## src/rtl/demux_router.sv

```systemverilog
// 1-to-4 demux router: captures one word, presents it to the selected destination, drops it on timeout.
// Optional DEMUX_ROUTER_STATS_EN adds pkt_cnt, per-destination delivered-word counters.
module demux_router #(
    parameter int DATA_W  = 8,
    parameter int TIMEOUT = 15
) (
    input  logic              clk,
    input  logic              rst_n,
    input  logic              in_valid,
    output logic              in_ready,
    input  logic [DATA_W-1:0] in_data,
    input  logic [1:0]        in_dest,
    input  logic              rr_mode,
    output logic [3:0]        out_valid,
    input  logic [3:0]        out_ready,
    output logic [DATA_W-1:0] out_data,
    output logic [1:0]        sel,
    output logic              busy,
    output logic              drop_pulse
`ifdef DEMUX_ROUTER_STATS_EN
    ,
    output logic [63:0]       pkt_cnt
`endif
);
    localparam int CW = (TIMEOUT < 1) ? 1 : $clog2(TIMEOUT + 1);
    localparam logic [CW-1:0] W_LAST = (TIMEOUT < 1) ? '0 : CW'(TIMEOUT - 1);

    typedef enum logic [1:0] {IDLE = 2'd0, SEND = 2'd1, DROP = 2'd2} state_t;

    state_t              r_state;
    logic [1:0]          r_rr_ptr;
    logic                r_rr_cap;
    logic [CW-1:0]       r_wait;
    logic [3:0]          r_out_valid;
    logic [DATA_W-1:0]   r_data;
    logic [1:0]          r_sel;
    logic                r_drop;

    logic                w_ready_sel;
    logic [1:0]          w_dest;
    logic                w_timeout;

    // Only the selected destination's ready matters; others are don't-care.
    assign w_ready_sel = out_ready[r_sel];
    assign w_dest      = rr_mode ? r_rr_ptr : in_dest;
    assign w_timeout   = (TIMEOUT != 0) && (r_wait == W_LAST);

    always_ff @(posedge clk or negedge rst_n) begin
        if (!rst_n) begin
            r_state     <= IDLE;
            r_rr_ptr    <= 2'd0;
            r_rr_cap    <= 1'b0;
            r_wait      <= '0;
            r_out_valid <= 4'd0;
            r_data      <= '0;
            r_sel       <= 2'd0;
            r_drop      <= 1'b0;
        end else begin
            r_drop <= 1'b0;
            case (r_state)
                IDLE: if (in_valid) begin
                    r_data      <= in_data;
                    r_sel       <= w_dest;
                    r_rr_cap    <= rr_mode;
                    r_wait      <= '0;
                    r_out_valid <= 4'b0001 << w_dest;
                    r_state     <= SEND;
                end
                SEND: begin
                    // Ready on the last wait cycle takes priority over the timeout.
                    if (w_ready_sel) begin
                        r_out_valid <= 4'd0;
                        r_state     <= IDLE;
                        if (r_rr_cap)
                            r_rr_ptr <= r_rr_ptr + 2'd1;
                    end else if (w_timeout) begin
                        r_out_valid <= 4'd0;
                        r_drop      <= 1'b1;
                        r_state     <= DROP;
                    end else if (TIMEOUT != 0) begin
                        r_wait <= r_wait + CW'(1);
                    end
                end
                DROP:    r_state <= IDLE;
                default: r_state <= IDLE;
            endcase
        end
    end

`ifdef DEMUX_ROUTER_STATS_EN
    logic [3:0][15:0] r_cnt;

    always_ff @(posedge clk or negedge rst_n) begin
        if (!rst_n)
            r_cnt <= '0;
        else if (r_state == SEND && w_ready_sel)
            r_cnt[r_sel] <= r_cnt[r_sel] + 16'd1;
    end

    assign pkt_cnt = r_cnt;
`endif

    assign in_ready   = (r_state == IDLE);
    assign busy       = (r_state != IDLE);
    assign out_valid  = r_out_valid;
    assign out_data   = r_data;
    assign sel        = r_sel;
    assign drop_pulse = r_drop;
endmodule
```

## config.mk

```make
export PLATFORM = sky130hd
export DESIGN_NAME = demux_router
export DESIGN_NICKNAME = d
export VERILOG_FILES = /design/src/rtl/demux_router.sv
export SDC_FILE = /design/constraint.sdc
export NUM_CORES = 1
export LEC_CHECK = 0
export CORE_MARGIN = 3
export CORE_UTILIZATION = 40
export CTS_BUF_LIST = sky130_fd_sc_hd__clkbuf_16
export DETAILED_ROUTE_END_ITERATION = 10
export PLACE_DENSITY = 0.81
export SLEW_MARGIN = 30
export SYNTH_ARGS = -nofsm -noshare
export SYNTH_HDL_FRONTEND = slang
export SYNTH_SLANG_ARGS = --single-unit
```

## constraint.sdc

```tcl
create_clock -name clk -period 1.7 [get_ports clk]
set_clock_uncertainty 0.15 [all_clocks]
set_input_delay 0.255 -clock clk [delete_from_list [all_inputs] [get_ports clk]]
set_output_delay 0.255 -clock clk [all_outputs]
set_load 0.1 [all_outputs]
```

==> results <==
- In this run the number of H-tree levels came out at 1.
- The routed wire length is 2638 um.
- The per-instance average area after synthesis is 11.64 um^2.
- The count of buffers added on input and output ports is 34.
- The worst reg-to-reg setup slack is 5 ps.
- For this run, the register share of the synthesized area comes to 0.5549.
- Counting every sink on the clock net gives 24.
- Setup repair after global routing could not meet its margin everywhere.
- The synthesized design contains 0 enable-type register cells.
- For the worst flop-to-flop path, the logic depth is 4.
- The combinational family with the most area after synthesis is multiplexers.
- The number of synthesis warnings is 0.
- The count of max-cap constraint violations is 0.
- The final-layout fill cell count is 170.
- The end point of the critical path is r_wait[1].
- Counting every instance in the synthesized netlist gives 93.
- The xor/xnor cell area share of the yosys netlist is 0.01618.
- The startpoint kind of the worst setup timing path is a flop.
- Summed over all instances, the cell type with the most area after synthesis is sky130_fd_sc_hd__dfrtp_1.
- The proportion of layout cells with a drive suffix above 1 is 0.3582.
- The weighted congestion at the end of routability-driven global placement is 0.7972.
- The initial antenna violation count is 0.
- The maximum clock path buffer count is 2.
- The kind of end point of the critical path is a flop.
- The endpoint arrival time on the critical path is 1730 ps.
- The worst pin sits at a relative slew slack of 0.7990.
- After layout, the minimum clock period comes to 1695 ps.
- The area share of the leading cell type in the synthesized netlist is 0.5549.
- The number of failing setup endpoints in the final timing report is 0.
- The biggest fanout along the worst timing path is 4.
- The endpoint of the worst register-to-register path is r_wait[1].
- The post-synthesis compound-gate area fraction is 0.1145.
- The tree is rooted in a sky130_fd_sc_hd__clkbuf_16.
- The post-synthesis adder-cell area fraction is 0.02312.
- Relative to the synthesized area, the layout overhead comes to 70.40%.
- Traced cell by cell, the critical path runs through mux4_2 -> nor2_2 -> and2_4 -> mux2i_1.
- The count of nets left with antenna violations once routing finished came out at 0.
- The proportion of synthesized flip-flops having asynchronous set or reset is 1.000.
- The critical path is of the reg -> reg type.
- The total routing resource utilization after global routing is 0.1717.
- The hold-fix buffer count after cts is 0.
- The pin count of the biggest net entering global routing is 25.
- The routed layout has 869 vias.
- The first-pass GRT wire length is 4409 um.
- The clock slew seen by the registers of the worst setup and hold paths is 70 ps.
- The hold violation total from the final report was 0.
- The clock latency reported for the late side of the worst-skew pair is 260 ps.
- The repair_antennas step left the layout with diodes totalling 0.
- Pin placement for this block handled 35 I/O pins.
- In the finished design, the share of the clock period the worst path needs comes to 0.9968.
- On the worst path, the slowest cell contributes a delay of 530 ps.
- The area after detailed placement is 1702 um^2.
- The finished cells cover 1844 um^2.
- When the netlist entered floorplanning its net count stood at 113.
- Counting the buffers created by CTS gives 3.
- TritonCTS built the clock tree.
- The final max-slew violation count is 0.
- At the pin with the least slew margin, the transition time is 301.5 ps.
- After detailed routing, the number of vias per cell comes to 5.299.
- The flow ran to the end, and the final reports show no timing, DRC or antenna violations.
- For this run, the leading register cell type out of synthesis is sky130_fd_sc_hd__dfrtp_1.
- The finished layout holds 164 standard cells, fillers aside.
- After layout, the worst setup slack is 5.369 ps.
- The initial core utilization is 0.4291.
- The flop and latch count out of synthesis is 24.
- The count of TritonRoute iterations in the first routing pass is 3.
- In the final design database the tool counted 155 nets.
- The simple-gate share of the synthesized area is 0.1168.
- The data required time of the critical path is 1730 ps.
- The core region is 2522 um^2.
- At the placement stage, the worst setup path has a slack of -211.1 ps.
- After synthesis, the share of cell area in mux cells is 0.1422.
- The total congestion overflow is 0.
- Based on the critical path, the design can be clocked at up to 590.1 MHz.
- In this run the worst hold path is classified as in -> async.
- The area of the die is 3366 um^2.
- By area the synthesized netlist is led by sky130_fd_sc_hd__dfrtp_1 55%, sky130_fd_sc_hd__mux2_1 7.3%, sky130_fd_sc_hd__a32oi_1 3.2%.
- Among all cell types in the netlist, the one instantiated most often is sky130_fd_sc_hd__dfrtp_1.
- By count the netlist is led by 24 x sky130_fd_sc_hd__dfrtp_1, 8 x sky130_fd_sc_hd__nand2_1, 7 x sky130_fd_sc_hd__mux2_1.
- The number of global-route vias before repair is 958.
- The cell row count is 18.
- The DRC violation total after the first TritonRoute iteration is 4.
- In the routed design, unresolved DRC markers number 0.
- The final cell utilization of the core is 0.7312.
- The netlist uses 27 different library cells.
- The mapped netlist covers 1082 um^2.
- The launching element of the worst setup path is sel[0].
- The worst register-to-register path begins at sel[0].
- After detailed placement, the design holds a cell count of 159.
- The critical-path cell with the highest stage delay is sky130_fd_sc_hd__mux4_2.
- Measured along the y axis, the die boundary spans 58.02 um.
- The HPWL after detailed placement is 1879 um.
- The die is 58.02 um wide.
- The wire length per cell after detailed routing is 16.09 um.
==> kinds of logic (layout without fill, tap and decap cells) <==
kind of cell,count (synthesis),in the layout
XOR/XNOR,2,2
multiplexers,13,13
flip-flops,24,24
buffers and inverters,9,50
adder cells (fa/ha/maj),2,2
AND/OR/NAND/NOR,26,26
AO/OA/AOI/OAI,17,17
==> metrics by stage <==
stage / hold slack, ps / setup TNS, ps
final: 204.1 / 0
after global routing: 223.5 / -371.9
after CTS: 215.9 / 0
after detailed placement: 388.5 / -2086
after global placement: 371.0 / -1480
after floorplan: -190.6 / -2640
==> how the worst min path moves through the flow <==
stage	slack, ps	depth (start not counted)	to
floorplan	-190	0	drop_pulse
global placement	370	1	r_rr_cap
detailed placement	390	1	r_wait[0]
CTS	220	2	out_data[3]
global route	220	2	out_data[3]
finish	200	2	out_data[1]
==> routing by layer <==
layer,global-route usage,wire (um)
met5,0,0
met4,0.02980,8
met3,0.05568,186
met2,0.3161,1461
met1,0.1948,980
==> worst max-delay path: cells and delay by family (launching register included) <==
kind / cells / cell delay, ps
simple gates: 2 / 340
flops: 1 / 410
mux: 2 / 720
==> cell type report <==
class                           count  area [um^2]  area share
Clock buffer                        3        75.07     0.04071
Clock inverter                      1        30.03     0.01628
Sequential cell                    24        605.6      0.3284
Tap cell                           30        37.54     0.02035
Multi-Input combinational cell     60        514.2      0.2788
Inverter                            6        22.52     0.01221
Timing Repair Buffer               40        559.3      0.3033
==> sequential cells by signal, indices dropped and copies added (netlist names) <==
| signal | flops |
|---|---|
| r_wait | 4 |
| r_state | 2 |
| drop_pulse | 1 |
| sel | 2 |
| r_rr_ptr | 2 |
| out_valid | 4 |
| r_rr_cap | 1 |
| out_data | 8 |
==> cell usage in the layout (no fill, tap or decap), types with 2 or more instances in the layout <==
cell type                         instances
sky130_fd_sc_hd__a32oi_1                  4
sky130_fd_sc_hd__nand2b_1                 2
sky130_fd_sc_hd__o21ai_1                  2
sky130_fd_sc_hd__nand3_1                  3
sky130_fd_sc_hd__clkdlybuf4s50_1         17
sky130_fd_sc_hd__nor2b_1                  2
sky130_fd_sc_hd__mux2_2                   2
sky130_fd_sc_hd__a21oi_1                  3
sky130_fd_sc_hd__mux2i_1                  3
sky130_fd_sc_hd__clkbuf_16                3
sky130_fd_sc_hd__buf_4                    5
sky130_fd_sc_hd__dfrtp_1                 22
sky130_fd_sc_hd__xnor2_1                  2
sky130_fd_sc_hd__ha_1                     2
sky130_fd_sc_hd__o2bb2ai_2                3
sky130_fd_sc_hd__nor2_1                   3
sky130_fd_sc_hd__nor3_1                   3
sky130_fd_sc_hd__nand2_1                  7
sky130_fd_sc_hd__inv_1                    6
sky130_fd_sc_hd__buf_12                  17
sky130_fd_sc_hd__mux2_4                   7
sky130_fd_sc_hd__o22ai_1                  2
==> timing repair <==
item,CTS,global route
pin swaps,0,1
buffers inserted,0,1
setup endpoints to repair,1,8
hold endpoints to repair,0,0
resized for setup,1,4
Power is not shown: default switching activity piles up to over one toggle a cycle in this logic, so the estimate is an artifact.
